===== config.mk =====
export PLATFORM = sky130hd
export DESIGN_NAME = iq_setpoint_gen
export DESIGN_NICKNAME = d
export VERILOG_FILES = /design/src/rtl/foc_pkg.sv /design/src/rtl/slew_limiter.sv /design/src/rtl/iq_setpoint_gen.sv
export SDC_FILE = /design/constraint.sdc
export NUM_CORES = 1
export LEC_CHECK = 0
export CORE_UTILIZATION = 25
export CTS_CLUSTER_SIZE = 10
export DETAILED_ROUTE_END_ITERATION = 10
export PLACE_DENSITY = 0.51
export SYNTH_ARGS = -nofsm -noshare
export SYNTH_HDL_FRONTEND = slang
export SYNTH_SLANG_ARGS = --single-unit

===== constraint.sdc =====
create_clock -name clk -period 6.92 [get_ports clk]
set_clock_uncertainty 0.1 [all_clocks]
set_input_delay 1.384 -clock clk [delete_from_list [all_inputs] [get_ports clk]]
set_output_delay 1.384 -clock clk [all_outputs]
set_load 0.02 [all_outputs]

===== src/rtl/foc_pkg.sv =====
// Shared FOC definitions.
// Setpoint waveform modes and slew-limit constants.
package foc_pkg;

    typedef enum logic [1:0] {
        ZERO   = 2'd0,
        CONST  = 2'd1,
        SQUARE = 2'd2,
        PULSE  = 2'd3
    } setpoint_mode_t;

    localparam int SLEW_OFF = 0;

endpackage


===== src/rtl/slew_limiter.sv =====
// Combinational rate limiter.
// Moves cur toward target by at most slew per step.
module slew_limiter
    import foc_pkg::*;
#(
    parameter int WIDTH = 16
) (
    input  logic signed [WIDTH-1:0] target,
    input  logic signed [WIDTH-1:0] cur,
    input  logic        [WIDTH-2:0] slew,
    output logic signed [WIDTH-1:0] next
);

    logic signed [WIDTH:0] diff;
    logic signed [WIDTH:0] stepped;
    logic        [WIDTH:0] mag;
    logic        [WIDTH:0] slew_x;

    always_comb begin
        diff   = {target[WIDTH-1], target} - {cur[WIDTH-1], cur};
        mag    = diff[WIDTH] ? $unsigned(-diff) : $unsigned(diff);
        slew_x = {2'b00, slew};
        if (diff[WIDTH]) begin
            stepped = {cur[WIDTH-1], cur} - $signed(slew_x);
        end else begin
            stepped = {cur[WIDTH-1], cur} + $signed(slew_x);
        end
        if (slew == (WIDTH-1)'(SLEW_OFF) || mag <= slew_x) begin
            next = target;
        end else begin
            next = stepped[WIDTH-1:0];
        end
    end

endmodule


===== src/rtl/iq_setpoint_gen.sv =====
// Iq setpoint generator: ZERO/CONST/SQUARE/PULSE waveforms
// advanced on control ticks, with optional slew limiting.
module iq_setpoint_gen
    import foc_pkg::*;
#(
    parameter int WIDTH    = 16,
    parameter int PERIOD_W = 24
) (
    input  logic                    clk,
    input  logic                    rstn,
    input  logic                    i_en,
    input  logic                    i_clr,
    input  logic [1:0]              i_mode,
    input  logic [WIDTH-2:0]        i_amp,
    input  logic [PERIOD_W-1:0]     i_half_period,
    input  logic [WIDTH-2:0]        i_slew,
    output logic signed [WIDTH-1:0] o_aim,
    output logic                    o_valid,
    output logic                    o_dir
);

    logic [PERIOD_W-1:0]     phase_cnt;
    logic [PERIOD_W-1:0]     phase_nx;
    logic [PERIOD_W-1:0]     term;
    logic                    dir_nx;
    logic                    restart;
    logic                    started;
    setpoint_mode_t          mode_q;
    setpoint_mode_t          mode_in;
    logic signed [WIDTH-1:0] amp_s;
    logic signed [WIDTH-1:0] target;
    logic signed [WIDTH-1:0] aim_nx;

    assign mode_in = setpoint_mode_t'(i_mode);
    assign amp_s   = $signed({1'b0, i_amp});

    // The first tick after reset adopts the mode without restarting,
    // so a SQUARE run from reset opens on its negative half-cycle.
    assign restart = started && (mode_in != mode_q);

    always_comb begin
        term     = '0;
        phase_nx = '0;
        dir_nx   = o_dir;
        if (i_half_period != '0) begin
            term = i_half_period - PERIOD_W'(1);
        end
        if (restart) begin
            phase_nx = '0;
            dir_nx   = 1'b1;
        end else if (phase_cnt >= term) begin
            phase_nx = '0;
            dir_nx   = ~o_dir;
        end else begin
            phase_nx = phase_cnt + PERIOD_W'(1);
            dir_nx   = o_dir;
        end
    end

    always_comb begin
        target = '0;
        unique case (mode_in)
            ZERO:   target = '0;
            CONST:  target = amp_s;
            SQUARE: target = dir_nx ? amp_s : -amp_s;
            PULSE:  target = dir_nx ? amp_s : '0;
        endcase
    end

    slew_limiter #(
        .WIDTH (WIDTH)
    ) u_slew (
        .target (target),
        .cur    (o_aim),
        .slew   (i_slew),
        .next   (aim_nx)
    );

    always_ff @(posedge clk or negedge rstn) begin
        if (!rstn) begin
            phase_cnt <= '0;
            o_dir     <= 1'b0;
            o_aim     <= '0;
            o_valid   <= 1'b0;
            mode_q    <= ZERO;
            started   <= 1'b0;
        end else begin
            o_valid <= i_en | i_clr;
            if (i_clr) begin
                phase_cnt <= '0;
                o_dir     <= 1'b0;
                o_aim     <= '0;
            end else if (i_en) begin
                phase_cnt <= phase_nx;
                o_dir     <= dir_nx;
                o_aim     <= aim_nx;
                mode_q    <= mode_in;
                started   <= 1'b1;
            end
        end
    end

endmodule


==> results of run 1 <==
logic make-up (layout without fill, tap and decap cells):
logic type                 count (synthesis)  in the layout  synth area share
buffers and inverters                     83            385            0.0484
DFF                                       45             45             0.170
and+or+nand+nor                          353            354             0.278
xor gates and xnor gates                  75             75             0.102
AOI/OAI and AO/OA                        234            235             0.232
adders and majority gates                 78             78             0.150
muxes                                     12             12            0.0191
other                                      0              1                 0
sequential cells by signal (all words and copies together), names as in the netlist:
signal / count
o_dir: 1
phase_cnt: 24
o_valid: 1
started: 1
o_aim: 16
mode_q: 2
through the flow:
stage | hold WS [ns] | cells
2_1_floorplan | 0.327 | 880
3_3_place_gp | 0.348 | 1481
3_5_place_dp | 0.349 | 1481
4_1_cts | 0.369 | 1514
5_1_grt | 0.419 | 1519
6_report | 0.362 | 1520
power by group:
part | leakage [uW] | switching, uW | internal (uW) | total, uW
sequential | 0.000600 | 67.2 | 307 | 374
clock | 0.0000631 | 120 | 135 | 254
combinational | 0.00421 | 1970 | 2170 | 4140
worst paths after layout:
check                                        from  slack [ns]         to  depth (start not counted)
worst max-delay path            i_half_period[11]       -2.54   o_aim[9]                         42
worst min-delay path                      started        0.36    started                          1
worst max register to register      phase_cnt[13]       -0.43   o_aim[9]                         33
worst min register to register            started        0.36    started                          1
max in group asynchronous                    rstn        5.19  mode_q[0]                          2
min in group asynchronous                    rstn        1.08   o_aim[9]                          2
cell type report:
type | instances | area, um^2 | area share
sequential | 45 | 1130 | 0.110
antenna | 1 | 2.50 | 0.000244
timing repair buffer | 325 | 2670 | 0.260
multi-input combinational | 754 | 5690 | 0.556
clock inverter | 2 | 15.0 | 0.00147
clock buffer | 6 | 129 | 0.0126
tap | 335 | 419 | 0.0409
inverter | 52 | 195 | 0.0190
placed cells by master (no fill, tap or decap), types with 5 or more instances in the layout:
master | netlist | final
sky130_fd_sc_hd__nor3b_1 | 9 | 8
sky130_fd_sc_hd__clkbuf_16 | 0 | 5
sky130_fd_sc_hd__ha_1 | 76 | 71
sky130_fd_sc_hd__dfrtp_1 | 45 | 45
sky130_fd_sc_hd__nor3_4 | 0 | 5
sky130_fd_sc_hd__a211o_1 | 5 | 5
sky130_fd_sc_hd__xor2_1 | 32 | 31
sky130_fd_sc_hd__and4_1 | 7 | 7
sky130_fd_sc_hd__inv_1 | 52 | 51
sky130_fd_sc_hd__nor3_1 | 35 | 24
sky130_fd_sc_hd__clkdlybuf4s50_1 | 0 | 68
sky130_fd_sc_hd__nand3_1 | 16 | 14
sky130_fd_sc_hd__o21a_1 | 7 | 7
sky130_fd_sc_hd__nor2_1 | 82 | 80
sky130_fd_sc_hd__nor2b_1 | 19 | 18
sky130_fd_sc_hd__nand2_1 | 79 | 75
sky130_fd_sc_hd__or4_4 | 1 | 7
sky130_fd_sc_hd__o211ai_1 | 14 | 14
sky130_fd_sc_hd__buf_6 | 1 | 14
sky130_fd_sc_hd__a211oi_1 | 14 | 13
sky130_fd_sc_hd__a21o_1 | 15 | 15
sky130_fd_sc_hd__nand4_1 | 8 | 8
sky130_fd_sc_hd__a31oi_1 | 9 | 8
sky130_fd_sc_hd__and2_1 | 5 | 5
sky130_fd_sc_hd__and3_1 | 32 | 30
sky130_fd_sc_hd__xnor2_1 | 42 | 40
sky130_fd_sc_hd__buf_4 | 0 | 235
sky130_fd_sc_hd__mux2i_1 | 10 | 9
sky130_fd_sc_hd__a21oi_1 | 53 | 48
sky130_fd_sc_hd__o31ai_1 | 13 | 11
sky130_fd_sc_hd__o21ai_0 | 68 | 63
sky130_fd_sc_hd__nor3_2 | 0 | 6
sky130_fd_sc_hd__nand2b_1 | 21 | 20
repair_timing:
action                     4_1_cts  5_1_grt
cloned                           2        0
pin swaps                       35       10
setup endpoints to repair       16       16
buffers inserted                23        5
resized for setup               76       32
critical path: cells and delay by family:
family / cells / cell delay (ns)
xor+xnor: 3 / 0.39
simple gates: 18 / 4.05
mux: 1 / 0.16
fa+ha+maj: 3 / 0.81
compound gates: 10 / 1.79
buf+inv: 7 / 1.01
metal layers:
metal | routed length, um | GRT usage
met5 | 0 | 0
met4 | 310 | 0.0379
met3 | 798 | 0.0249
met2 | 11400 | 0.315
met1 | 9930 | 0.201
==> metrics.md, run 1 <==
| Metric | Value |
|---|---|
| Result of the run | complete, but fails checks |
| Failing checks | setup timing |
| Most frequent cells after synthesis | sky130_fd_sc_hd__nor2_1, sky130_fd_sc_hd__nand2_1, sky130_fd_sc_hd__ha_1, sky130_fd_sc_hd__o21ai_0, sky130_fd_sc_hd__a21oi_1 |
| Max cap viols | 0 |
| Detailed-route DRC error count | 0 |
| Maximum number of pins on one net before global-route repair | 46 |
| Number of buffers on the longest clock path | 2 |
| Number of synthesized register bits | 45 |
| Delay contributed by the slowest stage of the critical path | 0.54 ns |
| Number of hold buffers added after cts | 0 |
| Avg Inst Size Synth | 7.51 um^2 |
| Chip width | 165 um |
| Power Total | 4770 uW |
| Area of the core | 26000 um^2 |
| First-pass GRT wire length | 36.4 mm |
| CTS H-Tree Depth | 2 |
| TritonCTS Buffers | 5 |
| Flip-flop cell with the highest count after synthesis | sky130_fd_sc_hd__dfrtp_1 |
| 1st-iter DRT viols | 415 |
| Arr. time, crit path | 9.58 ns |
| Root cell of the clock tree | sky130_fd_sc_hd__clkbuf_16 |
| RD Place Congestion | 0.846 |
| Worst Setup Slack, final | -2.54 ns |
| Total Die Area | 27100 um^2 |
| Post-Syn Nets | 1018 |
| Cell with the most instances after synthesis | sky130_fd_sc_hd__nor2_1 |
| LEAKAGE | 0.00487 uW |
| Setup crit start kind | primary input |
| Crit path kind | in -> reg |
| Total number of vias | 7392 |
| Overall routed net length | 22.4 mm |
| Max FO, Critical Path | 7 |
| First-pass iteration count of the detailed router | 4 |
| Area share of the leading cell type in the synthesized netlist | 0.170 |
| Hold Path Class | reg -> reg |
| Site row count | 59 |
| Sum Neg Setup Slack | -39.71 ns |
| Final cycle utilization of the critical path | 1.37 |
| Synth area leaders | sky130_fd_sc_hd__dfrtp_1, sky130_fd_sc_hd__ha_1, sky130_fd_sc_hd__xnor2_1 |
| Sequential element share of the synthesized area | 0.170 |
| Initial Util | 0.254 |
| Count of nets after finishing | 1321 |
| Worst supply voltage drop on vdd | 0.336 mV |
| Worst slew slack as a fraction of its limit | 0.437 |
| Area of placed instances | 9480 um^2 |
| Per-cell via count in the routed design | 4.86 |
| Cell count after synthesis | 880 |
| Post-synth design cell area | 6610 um^2 |
| Count of pins over their slew limit | 0 |
| Worst setup EP type | flop |
| Biggest area consumer among synthesized cells | sky130_fd_sc_hd__dfrtp_1 |
| Synth warnings | 0 |
| Sinks on Clock Net | 45 |
| Post-Place Setup Slack | -3.23 ns |
| Final-report setup violation count | 16 |
| Share of final-layout standard cells stronger than drive strength 1 | 0.303 |
| Max stage delay cell, worst path | sky130_fd_sc_hd__or4_4 |
| Layout overhead on the synthesized area | 55.0% |
| Fillers | 2711 |
| Top achievable clock speed | 106 MHz |
| TritonCTS clock tree | built |
| Cell area after layout | 10200 um^2 |
| Post-detail-place hpwl | 17.8 mm |
| # IOs | 78 |
| Count of unique library cells instantiated by Yosys | 70 |
| Avg WL per Cell | 14.8 um |
| Buffers on Ports | 77 |
| Post-route minimum period | 9.46 ns |
| Clk slew on worst S/H paths | 0.07 ns |
| Required @ worst endpoint | 7.04 ns |
| Overall fraction of global-route tracks in use | 0.169 |
| Setup repair after global routing missed its margin | true |
| Height of the die | 165 um |
| Initial antenna violation count | 2 |
| Worst-Skew Late Latency | 0.30 ns |
| Total overflow reported by the global router | 0 |
| Final hold viol count | 0 |
| Post-synth EDFFs | 0 |
| Share of the core filled with cells in the final layout | 0.394 |
| PwrDens | 465 nW/um^2 |
| Actual transition at the worst max-transition pin | 0.845 ns |
| Dominant cell type by count on the critical path | sky130_fd_sc_hd__buf_6 |
| Share of synthesized flip-flops with an asynchronous set or reset | 1.00 |
| Vias in the first global route | 7430 |
| Antenna violation net count after detailed routing | 0 |
Power figures use the tool's default switching activity.
==> run 2: changes to the inputs <==
--- a/config.mk
+++ b/config.mk
@@ -8,7 +8,7 @@
 export CORE_UTILIZATION = 25
 export CTS_CLUSTER_SIZE = 10
 export DETAILED_ROUTE_END_ITERATION = 10
-export PLACE_DENSITY = 0.51
+export PLACE_DENSITY = 0.5
 export SYNTH_ARGS = -nofsm -noshare
 export SYNTH_HDL_FRONTEND = slang
 export SYNTH_SLANG_ARGS = --single-unit
==> constraint.sdc (replaced) <==
create_clock -name clk -period 11.4 [get_ports clk]
set_clock_uncertainty 0.1 [all_clocks]
set_input_delay 2.28 -clock clk [delete_from_list [all_inputs] [get_ports clk]]
set_output_delay 2.28 -clock clk [all_outputs]
set_load 0.02 [all_outputs]
==> run 2 against run 1 <==
Effect of this change:
- final cell count fell by 9.7%
- critical endpoint is now o_aim[2]
- sequential share of layout area up 1.7 points
- die area did not move
- sequential cell count unchanged
- utilization is 5.4 points lower
- largest cell class unchanged
- combinational power fell by 46%
- clock power decreased by 38%
- critical path depth is 1 lower
- global-route usage shrank 1.3 points
- critical path type unchanged
- the run now ends clean
==> metrics.md, run 2 (synthesis gave the netlist of run 1 again) <==
| Metric | Value |
|---|---|
| Result of the run | finished clean (was complete, but fails checks) |
| Initial Util | 0.254 (unchanged) |
| Clock group share of total power | 0.059 (was 0.053) |
| Required @ worst endpoint | 11.46 ns (was 7.04 ns) |
| Maximum number of pins on one net before global-route repair | 46 (unchanged) |
| Area of the core | 26000 um^2 (unchanged) |
| Worst slew slack as a fraction of its limit | 0.380 (was 0.437) |
| Worst-Skew Late Latency | 0.30 ns (about the same) |
| Reg-to-reg critical path endpoint | o_aim[2] (was o_aim[9]) |
| Number of buffers on the longest clock path | 2 (unchanged) |
| # IOs | 78 (unchanged) |
| Max FO, Critical Path | 13 (was 7) |
| Arr. time, crit path | 11.00 ns (was 9.58 ns) |
| Dominant cell type by count on the critical path | sky130_fd_sc_hd__buf_4 (was sky130_fd_sc_hd__buf_6) |
| Antenna violation net count after detailed routing | 0 (unchanged) |
| Actual transition at the worst max-transition pin | 0.929 ns (was 0.845 ns) |
| Net Switching | 1220 uW (was 2160 uW) |
| Layout overhead on the synthesized area | 33.7% (was 55.0%) |
| Number of antenna diodes | 0 (was 1) |
| Share of final-layout standard cells stronger than drive strength 1 | 0.164 (was 0.303) |
| Hold Path Class | reg -> reg (unchanged) |
| Height of the die | 165 um (unchanged) |
| Hold path endpoint | started (unchanged) |
| Worst setup EP type | flop (unchanged) |
| Setup repair after global routing missed its margin | true (unchanged) |
| TritonCTS clock tree | built (unchanged) |
| Root cell of the clock tree | sky130_fd_sc_hd__clkbuf_16 (unchanged) |
| Hold path cells | 1 (unchanged) |
| Share of the core filled with cells in the final layout | 0.340 (was 0.394) |
| Overall routed net length | 20.8 mm (was 22.4 mm) |
| Highest-count cells in the layout ignoring fill and taps | sky130_fd_sc_hd__buf_4, sky130_fd_sc_hd__nor2_1, sky130_fd_sc_hd__nand2_1, sky130_fd_sc_hd__ha_1, sky130_fd_sc_hd__clkdlybuf4s50_1 (unchanged) |
| Per-cell via count in the routed design | 4.97 (was 4.86) |
| Comb power frac | 0.854 (was 0.868) |
| Final-report setup violation count | 0 (was 16) |
| Number of hold buffers added after cts | 0 (unchanged) |
| Avg WL per Cell | 15.2 um (was 14.8 um) |
| RD Place Congestion | 0.839 (was 0.846) |
| Largest registers ranked by flip-flop count | phase_cnt x24, o_aim x16, mode_q x2 (unchanged) |
| Startpoint of the worst register-to-register path | phase_cnt[13] (unchanged) |
| Biggest register | phase_cnt (unchanged) |
| Vias in the first global route | 6582 (was 7430) |
| Count of pins over their slew limit | 0 (unchanged) |
| Leading cell type in the layout, fill and taps excluded | sky130_fd_sc_hd__buf_4 (unchanged) |
| Final cycle utilization of the critical path | 0.960 |
| First-pass iteration count of the detailed router | 5 (was 4) |
| Count of nets after finishing | 1175 (was 1321) |
| Buffers on Ports | 77 (unchanged) |
| Total number of vias | 6825 (was 7392) |
| Delay contributed by the slowest stage of the critical path | 0.56 ns (was 0.54 ns) |
| Setup slack, reg-to-reg | 3.92 ns (was -0.43 ns) |
| Site row count | 59 (unchanged) |
| Detailed-route DRC error count | 0 (unchanged) |
| Crit path kind | in -> reg (unchanged) |
| Area of placed instances | 8410 um^2 (was 9480 um^2) |
| Clk slew on worst S/H paths | 0.07 ns (about the same) |
| Top achievable clock speed | 91.4 MHz |
| Post-detail-place hpwl | 16.7 mm (was 17.8 mm) |
| PwrDens | 298 nW/um^2 (was 465 nW/um^2) |
| 1st-iter DRT viols | 478 (was 415) |
| Int Pwr | 1420 uW (was 2610 uW) |
| Proportion of total power due to net switching | 0.463 (was 0.452) |
| Overall fraction of global-route tracks in use | 0.156 (was 0.169) |
| Chip width | 165 um (unchanged) |
| Cell area after layout | 8840 um^2 (was 10200 um^2) |
| Total overflow reported by the global router | 0 (unchanged) |
| Post-route minimum period | 10.94 ns |
| TritonCTS Buffers | 5 (unchanged) |
| Initial antenna violation count | 3 (was 2) |
| Sinks on Clock Net | 45 (unchanged) |
| Setup crit start kind | primary input (unchanged) |
| Number of cells on the worst reg-to-reg path | 31 (was 33) |
| Worst supply voltage drop on vdd | 0.200 mV (was 0.336 mV) |
| First-pass GRT wire length | 33.6 mm (was 36.4 mm) |
| Startpoint of the most critical hold path | started (unchanged) |
| Total Die Area | 27100 um^2 (unchanged) |
| Final hold viol count | 0 (unchanged) |
| Number of flip-flops in the largest register | 24 (unchanged) |
| Max cap viols | 0 (unchanged) |
| Max stage delay cell, worst path | sky130_fd_sc_hd__or4_4 (unchanged) |
| Part of the total power dissipated in sequential elements | 0.087 (was 0.078) |
| CTS H-Tree Depth | 2 (unchanged) |
| LEAKAGE | 0.00406 uW (was 0.00487 uW) |
run 2: cell count changes in the layout (fill, tap and decap cells not counted), sizes merged:
cell	previous run	this run
clkinvlp	2	1
a211o	7	6
diode	1	0
dlygate4sd2	1	0
clkdlybuf4s15	1	0
clkdlybuf4s50	68	76
buf	254	104
inv	52	54
clkbuf	7	6
or2	8	7
run 2: area by class of cell:
| cell class | count | area (um^2) |
|---|---|---|
| Fill cell | 2775 | 17100 |
| Multi-Input combinational cell | 752 | 5350 |
| Timing Repair Buffer | 181 | 1600 |
| Sequential cell | 45 | 1130 |
| Tap cell | 335 | 419 |
| Inverter | 52 | 195 |
| Clock buffer | 5 | 125 |
| Clock inverter | 3 | 25.0 |
run 2: metrics by stage:
step | total power, uW | instances | worst slack, ns | setup TNS (ns) | hold slack (ns)
floorplan | 1530 | 880 | 0.319 | 0 | 0.327
global placement | 2280 | 1356 | -0.194 | -1.06 | 0.344
detailed placement | 2280 | 1356 | -0.255 | -1.95 | 0.351
CTS | 2460 | 1364 | 0.0148 | 0 | 0.368
global route | 2880 | 1373 | -0.0286 | -0.131 | 0.373
finish | 2640 | 1373 | 0.459 | 0 | 0.369
run 2: how the worst max path moves through the flow:
stage	startpoint	endpoint	slack, ns
2_1_floorplan	i_half_period[5]	o_aim[0]	0.32
3_3_place_gp	i_half_period[5]	o_aim[10]	-0.19
3_5_place_dp	i_half_period[11]	o_aim[10]	-0.26
4_1_cts	i_half_period[11]	o_aim[10]	0.01
5_1_grt	i_half_period[11]	o_aim[10]	-0.03
6_report	i_half_period[11]	o_aim[2]	0.46
run 2: power by group through the flow:
stage | combinational, uW | clock, uW | sequential (uW)
after floorplan | 1290 | 0 | 242
after global placement | 2040 | 0 | 233
after detailed placement | 2050 | 0 | 232
after CTS | 2070 | 161 | 229
after global routing | 2480 | 168 | 233
final | 2250 | 157 | 229
run 2: metal layers:
metal | wire length (um) | vias to the layer above | track usage | part of all wire
met5 | 45 | - | 0 | 0.0022
met4 | 302 | 6 | 0.0363 | 0.014
met3 | 798 | 23 | 0.0156 | 0.038
met2 | 9840 | 141 | 0.265 | 0.47
met1 | 9860 | 3147 | 0.212 | 0.47
li1 | - | 3508 | - | -
run 2: critical path, delay by kind of cell:
family                   cells  cell delay, ns
multiplexers                 1            0.18
AND/OR/NAND/NOR             15            3.66
AO/OA/AOI/OAI               11            2.11
buffers and inverters        9            1.62
adder cells (fa/ha/maj)      3            0.91
XOR/XNOR                     2            0.22
run 2: repair_timing:
item,4_1_cts,5_1_grt
setup endpoints to repair,0,16
endpoints found under the hold margin,0,0
setup buffers,0,8
gates resized for setup,0,39
==> run 3: changes to the inputs <==
--- a/config.mk
+++ b/config.mk
@@ -5,10 +5,10 @@
 export SDC_FILE = /design/constraint.sdc
 export NUM_CORES = 1
 export LEC_CHECK = 0
-export CORE_UTILIZATION = 25
+export CORE_UTILIZATION = 55
 export CTS_CLUSTER_SIZE = 10
 export DETAILED_ROUTE_END_ITERATION = 10
-export PLACE_DENSITY = 0.5
+export PLACE_DENSITY = 0.87
 export SYNTH_ARGS = -nofsm -noshare
 export SYNTH_HDL_FRONTEND = slang
 export SYNTH_SLANG_ARGS = --single-unit
==> run 3 against run 2 <==
Effect of this change:
- die area is 54% lower
- the flow now finishes with violations (DRC)
- final area shrank 7.8%
- sequential power hardly changed
- wire length decreased by 11%
- worst hold slack improved by 0.016 ns
- clock power is 11% higher
- via count grew 2.3%
- first-iteration DRC count grew 36%
- critical path depth is 3 lower
- setup slack lost 0.035 ns
==> metrics.md, run 3 (synthesis gave the netlist of run 1 again) <==
| Metric | Value |
|---|---|
| Area of the core | 11600 um^2 (was 26000 um^2) |
| Total number of vias | 6980 (was 6825) |
| Origin of the worst setup path | i_half_period[11] (unchanged) |
| Biggest register | phase_cnt (unchanged) |
| Vias in the first global route | 6523 (was 6582) |
| Overall fraction of global-route tracks in use | 0.295 (was 0.156) |
| LEAKAGE | 0.00379 uW (was 0.00406 uW) |
| TritonCTS clock tree | built (unchanged) |
| Family of cells with the greatest summed delay on the critical path | simple AND/OR/NAND/NOR gates (unchanged) |
| Final-report setup violation count | 0 (unchanged) |
| Initial Util | 0.572 (was 0.254) |
| Sum Neg Setup Slack | 0 ns (unchanged) |
| Buffers on Ports | 77 (unchanged) |
| TritonCTS Buffers | 5 (unchanged) |
| Number of flip-flops in the largest register | 24 (unchanged) |
| Area occupied by multi-input gates | 5350 um^2 (about the same) |
| Post-Place Setup Slack | -0.293 ns (was -0.255 ns) |
| Worst Path Buf+Inv | 4 (was 9) |
| Number of cells on the worst reg-to-reg path | 30 (was 31) |
| Count of pins over their slew limit | 0 (unchanged) |
| Arr. time, crit path | 11.06 ns (was 11.00 ns) |
| Hold path endpoint | started (unchanged) |
| # IOs | 78 (unchanged) |
| Hold Slack | 0.385 ns (was 0.369 ns) |
| Leading cell type in the layout, fill and taps excluded | sky130_fd_sc_hd__nor2_1 (was sky130_fd_sc_hd__buf_4) |
| Post-route minimum period | 10.98 ns (was 10.94 ns) |
| Worst Setup Slack, final | 0.424 ns (was 0.459 ns) |
| Detailed-route DRC error count | 4 (was 0) |
| Maximum number of pins on one net before global-route repair | 46 (unchanged) |
| Number of antenna diodes | 0 (unchanged) |
| Root cell of the clock tree | sky130_fd_sc_hd__clkbuf_16 (unchanged) |
| First-pass GRT wire length | 30.6 mm (was 33.6 mm) |
| Max FO, Critical Path | 14 (was 13) |
| Fillers | 868 (was 2775) |
| Number of buffers on the longest clock path | 2 (unchanged) |
| PwrDens | 290 nW/um^2 (was 298 nW/um^2) |
| Final cycle utilization of the critical path | 0.963 (was 0.960) |
| Per-cell via count in the routed design | 6.23 (was 4.97) |
| First-pass iteration count of the detailed router | 9 (was 5) |
| RD Place Congestion | 0.938 (was 0.839) |
| Sinks on Clock Net | 45 (unchanged) |
| Antenna violation net count after detailed routing | 0 (unchanged) |
| Startpoint of the worst register-to-register path | phase_cnt[9] (was phase_cnt[13]) |
| Setup crit start kind | primary input (unchanged) |
| Clk slew on worst S/H paths | 0.07 ns (about the same) |
| Site row count | 39 (was 59) |
| Total overflow reported by the global router | 0 (unchanged) |
| Worst-Skew Late Latency | 0.29 ns (was 0.30 ns) |
| Power Total | 2360 uW (was 2640 uW) |
| Setup slack, reg-to-reg | 3.92 ns (about the same) |
| Crit path kind | in -> reg (unchanged) |
| Post-detail-place hpwl | 14.2 mm (was 16.7 mm) |
| Share of the core filled with cells in the final layout | 0.705 (was 0.340) |
| Reg-to-reg critical path endpoint | o_aim[10] (was o_aim[2]) |
| Layout overhead on the synthesized area | 23.3% (was 33.7%) |
| 1st-iter DRT viols | 648 (was 478) |
| Height of the die | 112 um (was 165 um) |
| Final hold viol count | 0 (unchanged) |
| Hold Path Class | reg -> reg (unchanged) |
| Max cap viols | 0 (unchanged) |
| Actual transition at the worst max-transition pin | 1.08 ns (was 0.929 ns) |
| Result of the run | complete, but fails checks (was finished clean) |
| Share of final-layout standard cells stronger than drive strength 1 | 0.112 (was 0.164) |
| Worst slew slack as a fraction of its limit | 0.277 (was 0.380) |
| Worst setup EP type | flop (unchanged) |
| Count of nets after finishing | 1115 (was 1175) |
| Max stage delay cell, worst path | sky130_fd_sc_hd__or4_4 (unchanged) |
| Failing checks | DRC |
| Worst supply voltage drop on vdd | 0.179 mV (was 0.200 mV) |
| Hold path cells | 1 (unchanged) |
| Overall routed net length | 18.6 mm (was 20.8 mm) |
| Initial antenna violation count | 0 (was 3) |
| Avg WL per Cell | 16.6 um (was 15.2 um) |
| Chip width | 112 um (was 165 um) |
| Top achievable clock speed | 91.1 MHz (was 91.4 MHz) |
| Startpoint of the most critical hold path | started (unchanged) |
| Total Die Area | 12500 um^2 (was 27100 um^2) |
| Required @ worst endpoint | 11.48 ns (was 11.46 ns) |
| Flip-flop and latch area | 1130 um^2 (unchanged) |
| Largest registers ranked by flip-flop count | phase_cnt x24, o_aim x16, mode_q x2 (unchanged) |
| CTS H-Tree Depth | 2 (unchanged) |
| Delay contributed by the slowest stage of the critical path | 0.57 ns (was 0.56 ns) |
| Highest-count cells in the layout ignoring fill and taps | sky130_fd_sc_hd__nor2_1, sky130_fd_sc_hd__nand2_1, sky130_fd_sc_hd__ha_1, sky130_fd_sc_hd__clkdlybuf4s50_1, sky130_fd_sc_hd__o21ai_0 (was sky130_fd_sc_hd__buf_4, sky130_fd_sc_hd__nor2_1, sky130_fd_sc_hd__nand2_1, sky130_fd_sc_hd__ha_1, sky130_fd_sc_hd__clkdlybuf4s50_1) |
run 3: final cells by class:
type | count | area share
clock inverter | 3 | 0.00583
timing repair buffer | 121 | 0.139
sequential | 45 | 0.138
clock buffer | 5 | 0.0153
inverter | 52 | 0.0239
multi-input combinational | 752 | 0.656
tap | 143 | 0.0219
run 3: per-layer routing:
metal  track usage  wire [um]  vias to the layer above
li1              -          -                     3394
met1         0.415       8450                     3272
met2         0.484       8640                      285
met3        0.0289       1270                       29
met4        0.0712        263                        0
met5             0          0                        -
run 3: where the power goes:
group          switching (uW)  internal [uW]
sequential               42.2            186
combinational            1060            905
clock                    68.4            105
total                    1170           1200
run 3: through the flow:
step	std cells	area (um^2)
after floorplan	880	6610
after global placement	1105	7740
after detailed placement	1105	7740
after CTS	1113	7920
after global routing	1121	8150
final	1121	8150
run 3: what timing repair did:
action / 4_1_cts / 5_1_grt
gates resized for setup: 1 / 41
endpoints found under the setup margin: 1 / 16
gates cloned: 0 / 0
hold endpoints to repair: 0 / 0
setup buffers: 0 / 8
pin swaps: 0 / 14
hold buffers: 0 / 0
run 3: worst max-delay path by stage:
| stage | end | slack, ns | cells past startpoint |
|---|---|---|---|
| global route | o_aim[14] | -0.08 | 41 |
| finish | o_aim[10] | 0.42 | 38 |
| CTS | o_aim[14] | 0.04 | 40 |
| floorplan | o_aim[0] | 0.32 | 42 |
| global placement | o_aim[14] | -0.05 | 40 |
| detailed placement | o_aim[14] | -0.29 | 40 |
